### src/rtl/axis_pkt_pkg.sv
// Shared widths, constants and default parameters for the AXI-Stream packet framer.
package axis_pkt_pkg;
  localparam int AXIS_DW = 64;
  localparam int AXIS_KW = 8;
  localparam logic [AXIS_KW-1:0] KEEP_FULL = 8'hFF;
  localparam int LEN_BITS_DEF = 12;
  localparam int TMO_BITS_DEF = 16;
endpackage

### src/rtl/axis_pkt_framer_tmo.sv
// Idle timer for the framer hold register: flags a timeout close and keeps a saturating count of them.
module axis_pkt_framer_tmo
  import axis_pkt_pkg::*;
#(
  parameter int TMO_BITS = TMO_BITS_DEF
) (
  input  logic                clk,
  input  logic                rst_n,
  input  logic [TMO_BITS-1:0] cfg_timeout,
  input  logic                accept,
  input  logic                armed,
  output logic                tmo_hit,
  output logic [15:0]         stat_tmo_cnt
);

  logic [TMO_BITS-1:0] idle_q, idle_d;
  logic [15:0]         tmo_cnt_q, tmo_cnt_d;
  logic                enable;

  assign enable = armed && (cfg_timeout != '0);
  // >= rather than == so a timeout lowered mid-count still closes the packet
  assign tmo_hit = enable && !accept && (idle_q >= cfg_timeout);
  assign stat_tmo_cnt = tmo_cnt_q;

  always_comb begin
    idle_d    = idle_q;
    tmo_cnt_d = tmo_cnt_q;
    if (accept || tmo_hit || !enable) begin
      idle_d = '0;
    end else begin
      idle_d = idle_q + TMO_BITS'(1);
    end
    if (tmo_hit && (tmo_cnt_q != 16'hFFFF)) begin
      tmo_cnt_d = tmo_cnt_q + 16'd1;
    end
  end

  always_ff @(posedge clk or negedge rst_n) begin
    if (!rst_n) begin
      idle_q    <= '0;
      tmo_cnt_q <= '0;
    end else begin
      idle_q    <= idle_d;
      tmo_cnt_q <= tmo_cnt_d;
    end
  end

endmodule

### src/rtl/axis_pkt_framer.sv
// Cuts a tlast-less 64-bit stream into packets closed by length, idle timeout or flush.
// Optional AXIS_PKT_FRAMER_KEEPCLOSE_EN: a partial word (tkeep != all ones) also closes the packet.
module axis_pkt_framer
  import axis_pkt_pkg::*;
#(
  parameter int LEN_BITS = LEN_BITS_DEF,
  parameter int TMO_BITS = TMO_BITS_DEF
) (
  input  logic                s_axis_clk,
  input  logic                s_arstn,
  input  logic [LEN_BITS-1:0] cfg_pkt_len,
  input  logic [TMO_BITS-1:0] cfg_timeout,
  input  logic                flush,
  input  logic [AXIS_DW-1:0]  s_axis_tdata,
  input  logic [AXIS_KW-1:0]  s_axis_tkeep,
  input  logic                s_axis_tvalid,
  output logic                s_axis_tready,
  output logic [AXIS_DW-1:0]  m_axis_tdata,
  output logic [AXIS_KW-1:0]  m_axis_tkeep,
  output logic                m_axis_tlast,
  output logic                m_axis_tvalid,
  input  logic                m_axis_tready,
  output logic [31:0]         stat_pkt_cnt,
  output logic [15:0]         stat_tmo_cnt
);

  logic [AXIS_DW-1:0]  h_data_q, h_data_d, o_data_q, o_data_d;
  logic [AXIS_KW-1:0]  h_keep_q, h_keep_d, o_keep_q, o_keep_d;
  logic                h_vld_q, h_vld_d, h_last_q, h_last_d;
  logic                o_vld_q, o_vld_d, o_last_q, o_last_d;
  logic [LEN_BITS-1:0] wcnt_q, wcnt_d, len_q, len_d, eff_len;
  logic [31:0]         pkt_cnt_q, pkt_cnt_d;
  logic                o_free, accept, move_h, new_last, keep_close, tmo_hit;

`ifdef AXIS_PKT_FRAMER_KEEPCLOSE_EN
  assign keep_close = (s_axis_tkeep != KEEP_FULL);
`else
  assign keep_close = 1'b0;
`endif

  assign o_free        = !o_vld_q || m_axis_tready;
  assign s_axis_tready = s_arstn && (!h_vld_q || o_free);
  assign accept        = s_axis_tvalid && s_axis_tready;
  // A held word leaves only when pushed out by a successor or once it is known to be last
  assign move_h        = h_vld_q && o_free && (accept || h_last_q);
  assign eff_len       = (wcnt_q == '0) ? cfg_pkt_len : len_q;
  assign new_last      = (wcnt_q == eff_len) || flush || keep_close;

  always_comb begin
    h_data_d  = h_data_q;
    h_keep_d  = h_keep_q;
    h_vld_d   = h_vld_q;
    h_last_d  = h_last_q;
    o_data_d  = o_data_q;
    o_keep_d  = o_keep_q;
    o_vld_d   = o_vld_q;
    o_last_d  = o_last_q;
    wcnt_d    = wcnt_q;
    len_d     = len_q;
    pkt_cnt_d = pkt_cnt_q;

    if (move_h) begin
      o_data_d = h_data_q;
      o_keep_d = h_keep_q;
      o_last_d = h_last_q;
      o_vld_d  = 1'b1;
    end else if (o_free) begin
      o_vld_d = 1'b0;
    end

    if (accept) begin
      h_data_d = s_axis_tdata;
      h_keep_d = s_axis_tkeep;
      h_vld_d  = 1'b1;
      h_last_d = new_last;
      wcnt_d   = new_last ? '0 : wcnt_q + LEN_BITS'(1);
      if (wcnt_q == '0) len_d = cfg_pkt_len;
    end else if (move_h) begin
      h_vld_d  = 1'b0;
      h_last_d = 1'b0;
    end else if (h_vld_q && !h_last_q && (tmo_hit || flush)) begin
      h_last_d = 1'b1;
      wcnt_d   = '0;
    end

    if (o_vld_q && m_axis_tready && o_last_q) pkt_cnt_d = pkt_cnt_q + 32'd1;
  end

  always_ff @(posedge s_axis_clk or negedge s_arstn) begin
    if (!s_arstn) begin
      h_data_q  <= '0;
      h_keep_q  <= '0;
      h_vld_q   <= 1'b0;
      h_last_q  <= 1'b0;
      o_data_q  <= '0;
      o_keep_q  <= '0;
      o_vld_q   <= 1'b0;
      o_last_q  <= 1'b0;
      wcnt_q    <= '0;
      len_q     <= '0;
      pkt_cnt_q <= '0;
    end else begin
      h_data_q  <= h_data_d;
      h_keep_q  <= h_keep_d;
      h_vld_q   <= h_vld_d;
      h_last_q  <= h_last_d;
      o_data_q  <= o_data_d;
      o_keep_q  <= o_keep_d;
      o_vld_q   <= o_vld_d;
      o_last_q  <= o_last_d;
      wcnt_q    <= wcnt_d;
      len_q     <= len_d;
      pkt_cnt_q <= pkt_cnt_d;
    end
  end

  axis_pkt_framer_tmo #(.TMO_BITS(TMO_BITS)) u_tmo (
    .clk          (s_axis_clk),
    .rst_n        (s_arstn),
    .cfg_timeout  (cfg_timeout),
    .accept       (accept),
    .armed        (h_vld_q && !h_last_q),
    .tmo_hit      (tmo_hit),
    .stat_tmo_cnt (stat_tmo_cnt)
  );

  assign m_axis_tdata  = o_data_q;
  assign m_axis_tkeep  = o_keep_q;
  assign m_axis_tlast  = o_last_q;
  assign m_axis_tvalid = o_vld_q;
  assign stat_pkt_cnt  = pkt_cnt_q;

endmodule
### config.mk
export PLATFORM = sky130hd
export DESIGN_NAME = axis_pkt_framer
export DESIGN_NICKNAME = d
export VERILOG_FILES = /design/src/rtl/axis_pkt_pkg.sv /design/src/rtl/axis_pkt_framer_tmo.sv /design/src/rtl/axis_pkt_framer.sv
export SDC_FILE = /design/constraint.sdc
export NUM_CORES = 1
export LEC_CHECK = 0
export CAP_MARGIN = 20
export CORE_ASPECT_RATIO = 0.75
export CORE_UTILIZATION = 35
export CTS_CLUSTER_SIZE = 12
export DETAILED_ROUTE_END_ITERATION = 7
export PLACE_DENSITY = 0.58
export SYNTH_ARGS = -nofsm -noshare
export SYNTH_HDL_FRONTEND = slang
export SYNTH_SLANG_ARGS = --single-unit
export TNS_END_PERCENT = 20
### constraint.sdc
create_clock -name s_axis_clk -period 3.7 [get_ports s_axis_clk]
set_clock_uncertainty 0.15 [all_clocks]
set_input_delay 0.74 -clock s_axis_clk [delete_from_list [all_inputs] [get_ports s_axis_clk]]
set_output_delay 0.74 -clock s_axis_clk [all_outputs]
set_load 0.02 [all_outputs]
==> impl_metrics.py, run 1 <==
metrics = {
    "status": {
        "status": "finished clean",
    },
    "yosys": {
        "synthTopCellsByArea": "dfrtp_1 (58%), nand2_1 (9.4%), mux2_2 (9.2%)",
        "synth_top_area_frac": 0.5821,
        "synth_cell_types": 47,
        "avgSynthCellArea_um2": 10.84,
        "ys_dominant_reg_cell": "dfrtp_1",
        "seq_area_frac_synth": 0.5821,
        "synth_largest_area_cell": "dfrtp_1",
        "synth_edf_count": 0,
        "yosys_warnings": 0,
        "ys_seq_elements": 236,
        "async_reset_ff_frac": 1.000,
        "syn-num-nets": 1062,
        "syn_inst": 936,
        "synth_area_um2": 10150,
    },
    "worst_setup_path": {
        "endpoint_kind": "flip-flop",
        "setup.worst_path.start_class": "flip-flop",
        "cp_data_required_time_ps": 3970,
        "worstSetupPathType": "flip-flop to flip-flop",
        "arrival_ps": 3710,
        "critPathMaxFanout": 10,
    },
    "layout": {
        "fill_cells": 2658,
        "final_area_um2": 13830,
        "seqCellArea_um2": 5906,
        "final_common_cell": "nand2_1",
        "multiInputGateArea_um2": 4015,
        "final_util": 0.4897,
        "diodes": 0,
        "final_cell_mix": "nand2_1 (254), dfrtp_1 (236), clkdlybuf4s50_1 (226)",
        "final_layout_size_suffix_gt1_frac": 0.1240,
        "final_nets": 1302,
        "area_growth_pct": 36.35,
    },
    "power_and_ir_drop": {
        "power_leakage_nw": 6.422,
        "peakVddDrop_uv": 363.7,
        "pwr-share-seq": 0.393,
        "p_sw_mw": 3.027,
        "p_clk_frac": 0.269,
        "p_int_mw": 6.434,
        "power.density_nw_per_um2": 683.9,
        "switching_share": 0.3199,
        "power_frac_comb": 0.338,
    },
    "sta": {
        "finalCritPeriodShare": 0.9293,
        "rsz0062_at_grt": "no",
        "setup_viol": 0,
        "worstMarginPinSlew_ps": 1043,
        "max_slew_margin": 0.3050,
        "slew_viol_final": 0,
        "layout_setup_ws_ps": 261.8,
        "hold_viol": 0,
        "finalCriticalPeriod_ps": 3438,
        "fmax_mhz": 290.8,
    },
    "drt": {
        "vias": 7437,
        "vias_per_cell": 4.710,
        "finalWirelength_um": 25210,
        "dr.first_iter.drc_count": 360,
        "drc": 0,
        "antenna_left": 0,
        "avgRoutedWirePerCell_um": 15.96,
        "firstDrtPassIters": 4,
    },
    "global_route": {
        "grt_max_degree": 175,
        "track_usage": 0.1726,
        "antenna_found_initial": 0,
        "overflow": 0,
        "grt_pass1_wl_um": 40770,
        "grt_pass1_vias": 7469,
    },
    "clocking": {
        "clockRootBuffer": "clkbuf_16",
        "clk_latency_ps": 540,
        "cts_sinks": 236,
        "clk_pin_slew_worst_paths_ps": 60,
        "cts_buffers": 26,
        "cts_tree": "yes",
        "clockBufferDepth": 3,
        "h-tree-depth": 1,
    },
    "floorplanning": {
        "die_area_um2": 29680,
        "fp.dieW_um": 198.6,
        "core_area_um2": 28250,
        "initial_core_util": 0.3592,
        "ios": 228,
        "die_y_um": 149.5,
        "num_rows": 53,
    },
    "placement": {
        "pre_cts_slack_ps": -55.37,
        "dp_hpwl_um": 17000,
        "portBuffers": 227,
        "gp_congestion": 0.8340,
        "place_area_um2": 12940,
    },
    "hold_path": {
        "hp-class": "input port to async pin",
    },
    "flow_run": {
        "maxCapViolations": 0,
    },
}
-- layer usage --
layer	share of wire	global-route usage
met3	0.11	0.07933
met1	0.47	0.2445
met5	0	0
met2	0.41	0.2416
met4	0.012	0.03038
-- worst paths after layout --
path,endpoint,cells after the start,slack [ps],from
setup / recovery,wcnt_q[0]$_DFFE_PN0P_,9,260,wcnt_q[0]$_DFFE_PN0P_
hold / removal,stat_pkt_cnt[3]$_DFFE_PN0P_,2,250,s_arstn
setup reg to reg,wcnt_q[0]$_DFFE_PN0P_,9,260,wcnt_q[0]$_DFFE_PN0P_
hold reg to reg,h_data_q[12]$_DFFE_PN0P_,2,320,h_data_q[12]$_DFFE_PN0P_
max in group asynchronous,wcnt_q[4]$_DFFE_PN0P_,3,1660,s_arstn
min in group s_axis_clk,h_data_q[12]$_DFFE_PN0P_,2,320,h_data_q[12]$_DFFE_PN0P_
-- layout make-up --
class                   count  share of cell area
repair buffers            245              0.1780
clock inverters             5            0.004703
well taps                 385             0.03482
flip-flops and latches    236              0.4269
clock buffers              41             0.05616
multi-input cells         633              0.2902
inverters                  34            0.009225
-- worst max-delay path, stage by stage, from the launching register on --
cell and delay [ps]:
dfrtp_1 410, inv_1 170, ha_1 160, or4b_4 480
or3_1 560, mux2_1 370, a222oi_1 310, buf_4 180
a311oi_2 210, mux2_2 340
-- logic make-up (layout without fill, tap and decap cells) --
logic type	count (synthesis)	after routing	share of synthesized area
and+or+nand+nor	401	401	0.1739
adders and majority gates	21	21	0.02590
DFF	236	236	0.5821
xor gates and xnor gates	67	67	0.05784
AOI/OAI and AO/OA	53	54	0.03416
buffers and inverters	68	325	0.02639
muxes	90	90	0.09977
-- through the flow --
step                      TNS, ps  instances  hold WS [ps]  total power [mW]
final                           0       1579         253.1             9.461
after CTS                       0       1575         273.3             9.590
after global placement          0       1529         305.0             6.925
after global routing            0       1579         304.0             10.03
after detailed placement   -65.56       1529         308.3             6.960
after floorplan                 0        936         291.7             5.464
-- synth_stat cells, types with 6 or more instances --
library cell  count
nor4_1            8
clkbuf_1         27
mux2_1            6
and3_1           19
ha_1             21
a21oi_1          13
nor3_1            8
nand3_1          32
xor2_1           28
o21ai_1           9
nor2_1           32
nand2_1         255
a31oi_1           6
and2_1            6
nand2b_1          7
nand4_1          20
inv_1            34
mux2_2           83
xnor2_1          39
dfrtp_1         236
-- power by group through the flow --
stage / sequential, mW / clock [mW] / combinational (mW)
3_5_place_dp: 3.76 / 0 / 3.20
3_3_place_gp: 3.73 / 0 / 3.19
2_1_floorplan: 4.17 / 0 / 1.30
6_report: 3.72 / 2.55 / 3.19
5_1_grt: 3.81 / 2.74 / 3.48
4_1_cts: 3.73 / 2.64 / 3.23
-- state kept, by name, summed over array words and instances (netlist names) --
name	count
h_data_q	64
m_axis_tdata	64
stat_pkt_cnt	32
u_tmo.idle_q	16
u_tmo.stat_tmo_cnt	16
len_q	12
wcnt_q	12
h_keep_q	8
m_axis_tkeep	8
h_last_q	1
h_vld_q	1
m_axis_tlast	1
m_axis_tvalid	1
-- repair_timing --
action                                  CTS  global route
gates cloned                              0             1
hold buffers                              0             0
pin swaps                                 0             2
resized for setup                         1             0
endpoints found under the setup margin    2             4
buffers inserted                          0             2
No activity file was read; power rests on OpenSTA's default activity.
==> inputs of run 2 (changes only) <==
--- a/constraint.sdc
+++ b/constraint.sdc
@@ -3,3 +3,3 @@
 set_input_delay 0.74 -clock s_axis_clk [delete_from_list [all_inputs] [get_ports s_axis_clk]]
 set_output_delay 0.74 -clock s_axis_clk [all_outputs]
-set_load 0.02 [all_outputs]
+set_load 0.05 [all_outputs]
==> impl_metrics.py, run 2 (synthesized netlist as in run 1, its figures left out) <==
metrics = {
    "clocking": {
        "clockBufferDepth": 3,
        "clk_pin_slew_worst_paths_ps": 60,
        "cts_buffers": 26,
        "clk_latency_ps": 540,
        "clockRootBuffer": "clkbuf_16",
        "cts_sinks": 236,
        "h-tree-depth": 1,
        "cts_tree": "yes",
        "holdBufCountCts": 0,
    },
    "drt": {
        "vias_per_cell": 4.722,
        "finalWirelength_um": 24910,
        "avgRoutedWirePerCell_um": 15.82,
        "dr.first_iter.drc_count": 294,
        "drc": 0,
        "antenna_left": 0,
        "firstDrtPassIters": 4,
        "vias": 7432,
    },
    "sta": {
        "setup_viol": 0,
        "layout_setup_ws_ps": 154.0,
        "max_slew_margin": 0.3043,
        "hold_viol": 0,
        "worstMarginPinSlew_ps": 1040,
        "fmax_mhz": 282.0,
        "slew_viol_final": 0,
        "finalCriticalPeriod_ps": 3546,
        "finalCritPeriodShare": 0.9584,
    },
    "layout": {
        "final_util": 0.4875,
        "final_common_cell": "nand2_1",
        "fill_cells": 2616,
        "area_growth_pct": 35.74,
        "final_nets": 1299,
        "final_layout_size_suffix_gt1_frac": 0.1236,
        "diodes": 0,
        "final_cell_mix": "nand2_1 (254), dfrtp_1 (236), clkdlybuf4s50_1 (226)",
    },
    "power_and_ir_drop": {
        "switching_share": 0.3837,
        "power_frac_comb": 0.395,
        "p_clk_frac": 0.245,
        "peakVddDrop_uv": 553.7,
        "power_leakage_nw": 6.392,
        "p_sw_mw": 3.956,
        "pwr-share-seq": 0.360,
        "p_int_mw": 6.352,
        "power.density_nw_per_um2": 748.5,
    },
    "floorplanning": {
        "num_rows": 53,
        "fp.dieW_um": 198.6,
        "ios": 228,
        "initial_core_util": 0.3592,
        "die_y_um": 149.5,
        "die_area_um2": 29680,
        "core_area_um2": 28250,
    },
    "placement": {
        "dp_hpwl_um": 16720,
        "pre_cts_slack_ps": -109.3,
        "portBuffers": 227,
        "gp_congestion": 0.8383,
    },
    "global_route": {
        "grt_max_degree": 162,
        "overflow": 0,
        "track_usage": 0.1691,
        "grt_pass1_wl_um": 40030,
        "antenna_found_initial": 0,
        "grt_pass1_vias": 7424,
    },
    "worst_setup_path": {
        "endpoint_kind": "flip-flop",
        "arrival_ps": 3830,
        "setup.worst_path.start_class": "flip-flop",
        "cp_data_required_time_ps": 3980,
        "worstSetupPathType": "flip-flop to flip-flop",
        "critPathMaxFanout": 10,
        "crit_chain": "inv_1 -> ha_1 -> or4b_4 -> or3_1 -> mux2_1 -> a222oi_1 -> buf_4 -> a311oi_2 -> mux2_2",
        "slowest_stage": "or3_1",
        "max_stage_delay_ps": 560,
    },
    "flow_run": {
        "maxCapViolations": 0,
    },
    "hold_path": {
        "hp-class": "input port to async pin",
    },
    "status": {
        "status": "finished clean",
    },
}
[run 2: path summary, 6_finish.rpt]
kind | start | to | slack, ps | depth (start not counted)
setup reg to reg | wcnt_q[0]$_DFFE_PN0P_ | wcnt_q[0]$_DFFE_PN0P_ | 150 | 9
max in group asynchronous | s_arstn | wcnt_q[3]$_DFFE_PN0P_ | 1580 | 3
hold / removal | s_arstn | stat_pkt_cnt[2]$_DFFE_PN0P_ | 200 | 2
hold reg to reg | h_data_q[28]$_DFFE_PN0P_ | h_data_q[28]$_DFFE_PN0P_ | 320 | 2
setup / recovery | wcnt_q[0]$_DFFE_PN0P_ | wcnt_q[0]$_DFFE_PN0P_ | 150 | 9
min in group s_axis_clk | h_data_q[28]$_DFFE_PN0P_ | h_data_q[28]$_DFFE_PN0P_ | 320 | 2
[run 2: metrics by stage]
stage                     TNS (ps)  hold slack [ps]  power (mW)  cells  instance area, µm²
after floorplan                  0            291.7       6.383    936               10150
after global placement           0            304.3       7.792   1527               12900
after detailed placement    -165.8            308.3       7.829   1527               12900
after CTS                        0            241.2       10.43   1571               13740
after global routing        -84.90            266.7       10.85   1574               13770
final                            0            202.0       10.31   1574               13770
[run 2: timing repair]
action | 4_1_cts | 5_1_grt
pin swaps | 0 | 2
gates resized for setup | 1 | 0
setup buffers | 0 | 2
cloned | 0 | 1
setup endpoints to repair | 3 | 8
[run 2: metal layers]
metal / up-vias / global-route usage / part of all wire
li1: 3610 / - / -
met4: 0 / 0.03654 / 0.019
met5: - / 0 / 0
met2: 210 / 0.2479 / 0.41
met3: 40 / 0.07663 / 0.11
met1: 3572 / 0.2284 / 0.46
[run 2: layout make-up]
type                       instances  area, µm²  area share
sequential                       236       5906      0.4288
multi-input combinational        633       4015      0.2915
clock inverter                     8      78.83    0.005724
inverter                          34      127.6    0.009267
clock buffer                      36      748.2     0.05433
tap                              385      481.7     0.03498
timing repair buffer             242       2415      0.1753
[run 2: power by group through the flow]
stage	sequential, mW	clock [mW]	combinational (mW)
2_1_floorplan	5.08	0	1.30
3_3_place_gp	3.73	0	4.06
3_5_place_dp	3.75	0	4.08
4_1_cts	3.72	2.61	4.10
5_1_grt	3.81	2.71	4.33
6_report	3.71	2.52	4.07
[run 2: worst max-delay path: cells and delay by family (launching register included)]
family                   cells  cell delay, ps
AO/OA/AOI/OAI                2             580
adder cells (fa/ha/maj)      1             160
buffers and inverters        2             360
flip-flops                   1             410
multiplexers                 2             740
AND/OR/NAND/NOR              2            1050
==> inputs of run 3 (changes only) <==
Settings changed: PLACE_DENSITY 0.58 to not set, PLACE_DENSITY_LB_ADDON set to 0.08.
==> impl_metrics.py, run 3 (synthesized netlist as in run 1, its figures left out) <==
metrics = {
    "worst_setup_path": {
        "r2r-start": "wcnt_q[0]$_DFFE_PN0P_",
        "worstSetupPathType": "flip-flop to flip-flop",
        "cp_data_required_time_ps": 3940,
        "setup.worst_path.start_class": "flip-flop",
        "critPathMaxFanout": 13,
        "endpoint_kind": "flip-flop",
        "arrival_ps": 3740,
        "reg2reg_slack_ps": 210,
        "ff2ff_path_depth": 9,
        "reg2reg_to": "wcnt_q[0]$_DFFE_PN0P_",
    },
    "clocking": {
        "clk_pin_slew_worst_paths_ps": 60,
        "clockRootBuffer": "clkbuf_16",
        "clockBufferDepth": 3,
        "post_cts_buffers": 0,
        "holdBufCountCts": 0,
        "cts_sinks": 236,
        "cts_resized": 0,
        "clk_latency_ps": 510,
        "h-tree-depth": 1,
        "cts_buffers": 25,
        "cts_tree": "yes",
    },
    "floorplanning": {
        "num_rows": 53,
        "ios": 228,
        "die_y_um": 149.5,
        "initial_core_util": 0.3592,
        "die_area_um2": 29680,
        "core_area_um2": 28250,
        "fp.dieW_um": 198.6,
    },
    "placement": {
        "portBuffers": 227,
        "pre_cts_slack_ps": -240.2,
        "dp_hpwl_um": 16960,
        "gp_congestion": 0.7952,
        "placed_cells": 1535,
    },
    "global_route": {
        "antenna_found_initial": 3,
        "grt_pass1_wl_um": 39870,
        "grt_pass1_vias": 7298,
        "track_usage": 0.1694,
        "grt_max_degree": 158,
        "overflow": 0,
    },
    "sta": {
        "layout_setup_ws_ps": 205.7,
        "worstMarginPinSlew_ps": 913.0,
        "max_slew_margin": 0.3913,
        "finalCritPeriodShare": 0.9444,
        "hold_viol": 0,
        "fin_setup_tns_ps": 0,
        "slew_viol_final": 0,
        "setup_viol": 0,
        "rsz0062_at_grt": "no",
        "fmax_mhz": 286.2,
        "finalCriticalPeriod_ps": 3494,
    },
    "layout": {
        "final_common_cell": "nand2_1",
        "area_growth_pct": 35.73,
        "final_nets": 1305,
        "fill_cells": 2690,
        "final_cell_mix": "nand2_1 (254), dfrtp_1 (236), clkdlybuf4s50_1 (225)",
        "final_cells": 1581,
        "final_layout_size_suffix_gt1_frac": 0.1249,
    },
    "drt": {
        "firstDrtPassIters": 4,
        "antenna_left": 0,
        "dr.first_iter.drc_count": 346,
        "finalWirelength_um": 24780,
        "vias": 7320,
        "avgRoutedWirePerCell_um": 15.68,
        "drc": 0,
        "vias_per_cell": 4.630,
    },
    "power_and_ir_drop": {
        "totalPowerFinal_mw": 10.13,
        "power_leakage_nw": 6.411,
        "peakVddDrop_uv": 401.1,
        "power.density_nw_per_um2": 735.5,
    },
    "hold_path": {
        "hp-class": "input port to async pin",
    },
    "flow_run": {
        "maxCapViolations": 0,
    },
    "status": {
        "status": "finished clean",
    },
}
## run 3: changes by cell type in the layout (fill, tap and decap cells not counted), sizes merged
cell           previous run  this run
clkdlybuf4s50           226       225
buf                      16        24
clkinv                    6         4
clkbuf                   36        37
inv                      34        35
diode                     0         3
bufinv                    1         0
clkinvlp                  1         0
a311oi                    2         1
## run 3: worst max path at each step
stage	from	cells past startpoint	end	slack (ps)
after floorplan	wcnt_q[0]$_DFFE_PN0P_	11	wcnt_q[5]$_DFFE_PN0P_	530
after global placement	cfg_timeout[11]	12	u_tmo.stat_tmo_cnt[14]$_DFFE_PN0P_	-240
after detailed placement	cfg_timeout[11]	12	u_tmo.stat_tmo_cnt[14]$_DFFE_PN0P_	-240
after CTS	wcnt_q[0]$_DFFE_PN0P_	9	wcnt_q[0]$_DFFE_PN0P_	200
after global routing	wcnt_q[1]$_DFFE_PN0P_	9	wcnt_q[0]$_DFFE_PN0P_	120
final	wcnt_q[0]$_DFFE_PN0P_	9	wcnt_q[0]$_DFFE_PN0P_	210
## run 3: critical path, cell delays in order (launching register included)
cell,delay [ps]
dfrtp_1,420
inv_1,90
ha_1,150
or4b_4,500
or3_1,560
mux2_1,380
a222oi_1,400
a311oi_2,260
buf_6,210
mux2_2,260
## run 3: area by class of cell
cell class / instances / area [µm²] / area share
flip-flops and latches: 236 / 5906 / 0.4289
multi-input cells: 632 / 3984 / 0.2893
repair buffers: 250 / 2519 / 0.1829
clock buffers: 36 / 716.9 / 0.05206
well taps: 385 / 481.7 / 0.03498
inverters: 34 / 127.6 / 0.009268
clock inverters: 5 / 28.78 / 0.002090
diodes: 3 / 7.507 / 0.0005452
## run 3: power by group
part           switching, mW  internal, mW
sequential             0.394          3.30
clock                  0.976          1.33
combinational           2.51          1.62
## run 3: per-stage QoR
step | hold slack [ps] | instance area (µm²) | util
floorplan | 291.7 | 10150 | -
global placement | 305.0 | 12970 | 0.4593
detailed placement | 308.3 | 12990 | 0.4597
CTS | 281.8 | 13730 | 0.4860
global route | 277.4 | 13760 | 0.4872
finish | 188.1 | 13770 | 0.4875
## run 3: metal layers
| metal | wire length [µm] | global-route usage |
|---|---|---|
| met4 | 357 | 0.03269 |
| met2 | 10370 | 0.2497 |
| met1 | 11720 | 0.2346 |
| met5 | 0 | 0 |
| met3 | 2342 | 0.06806 |
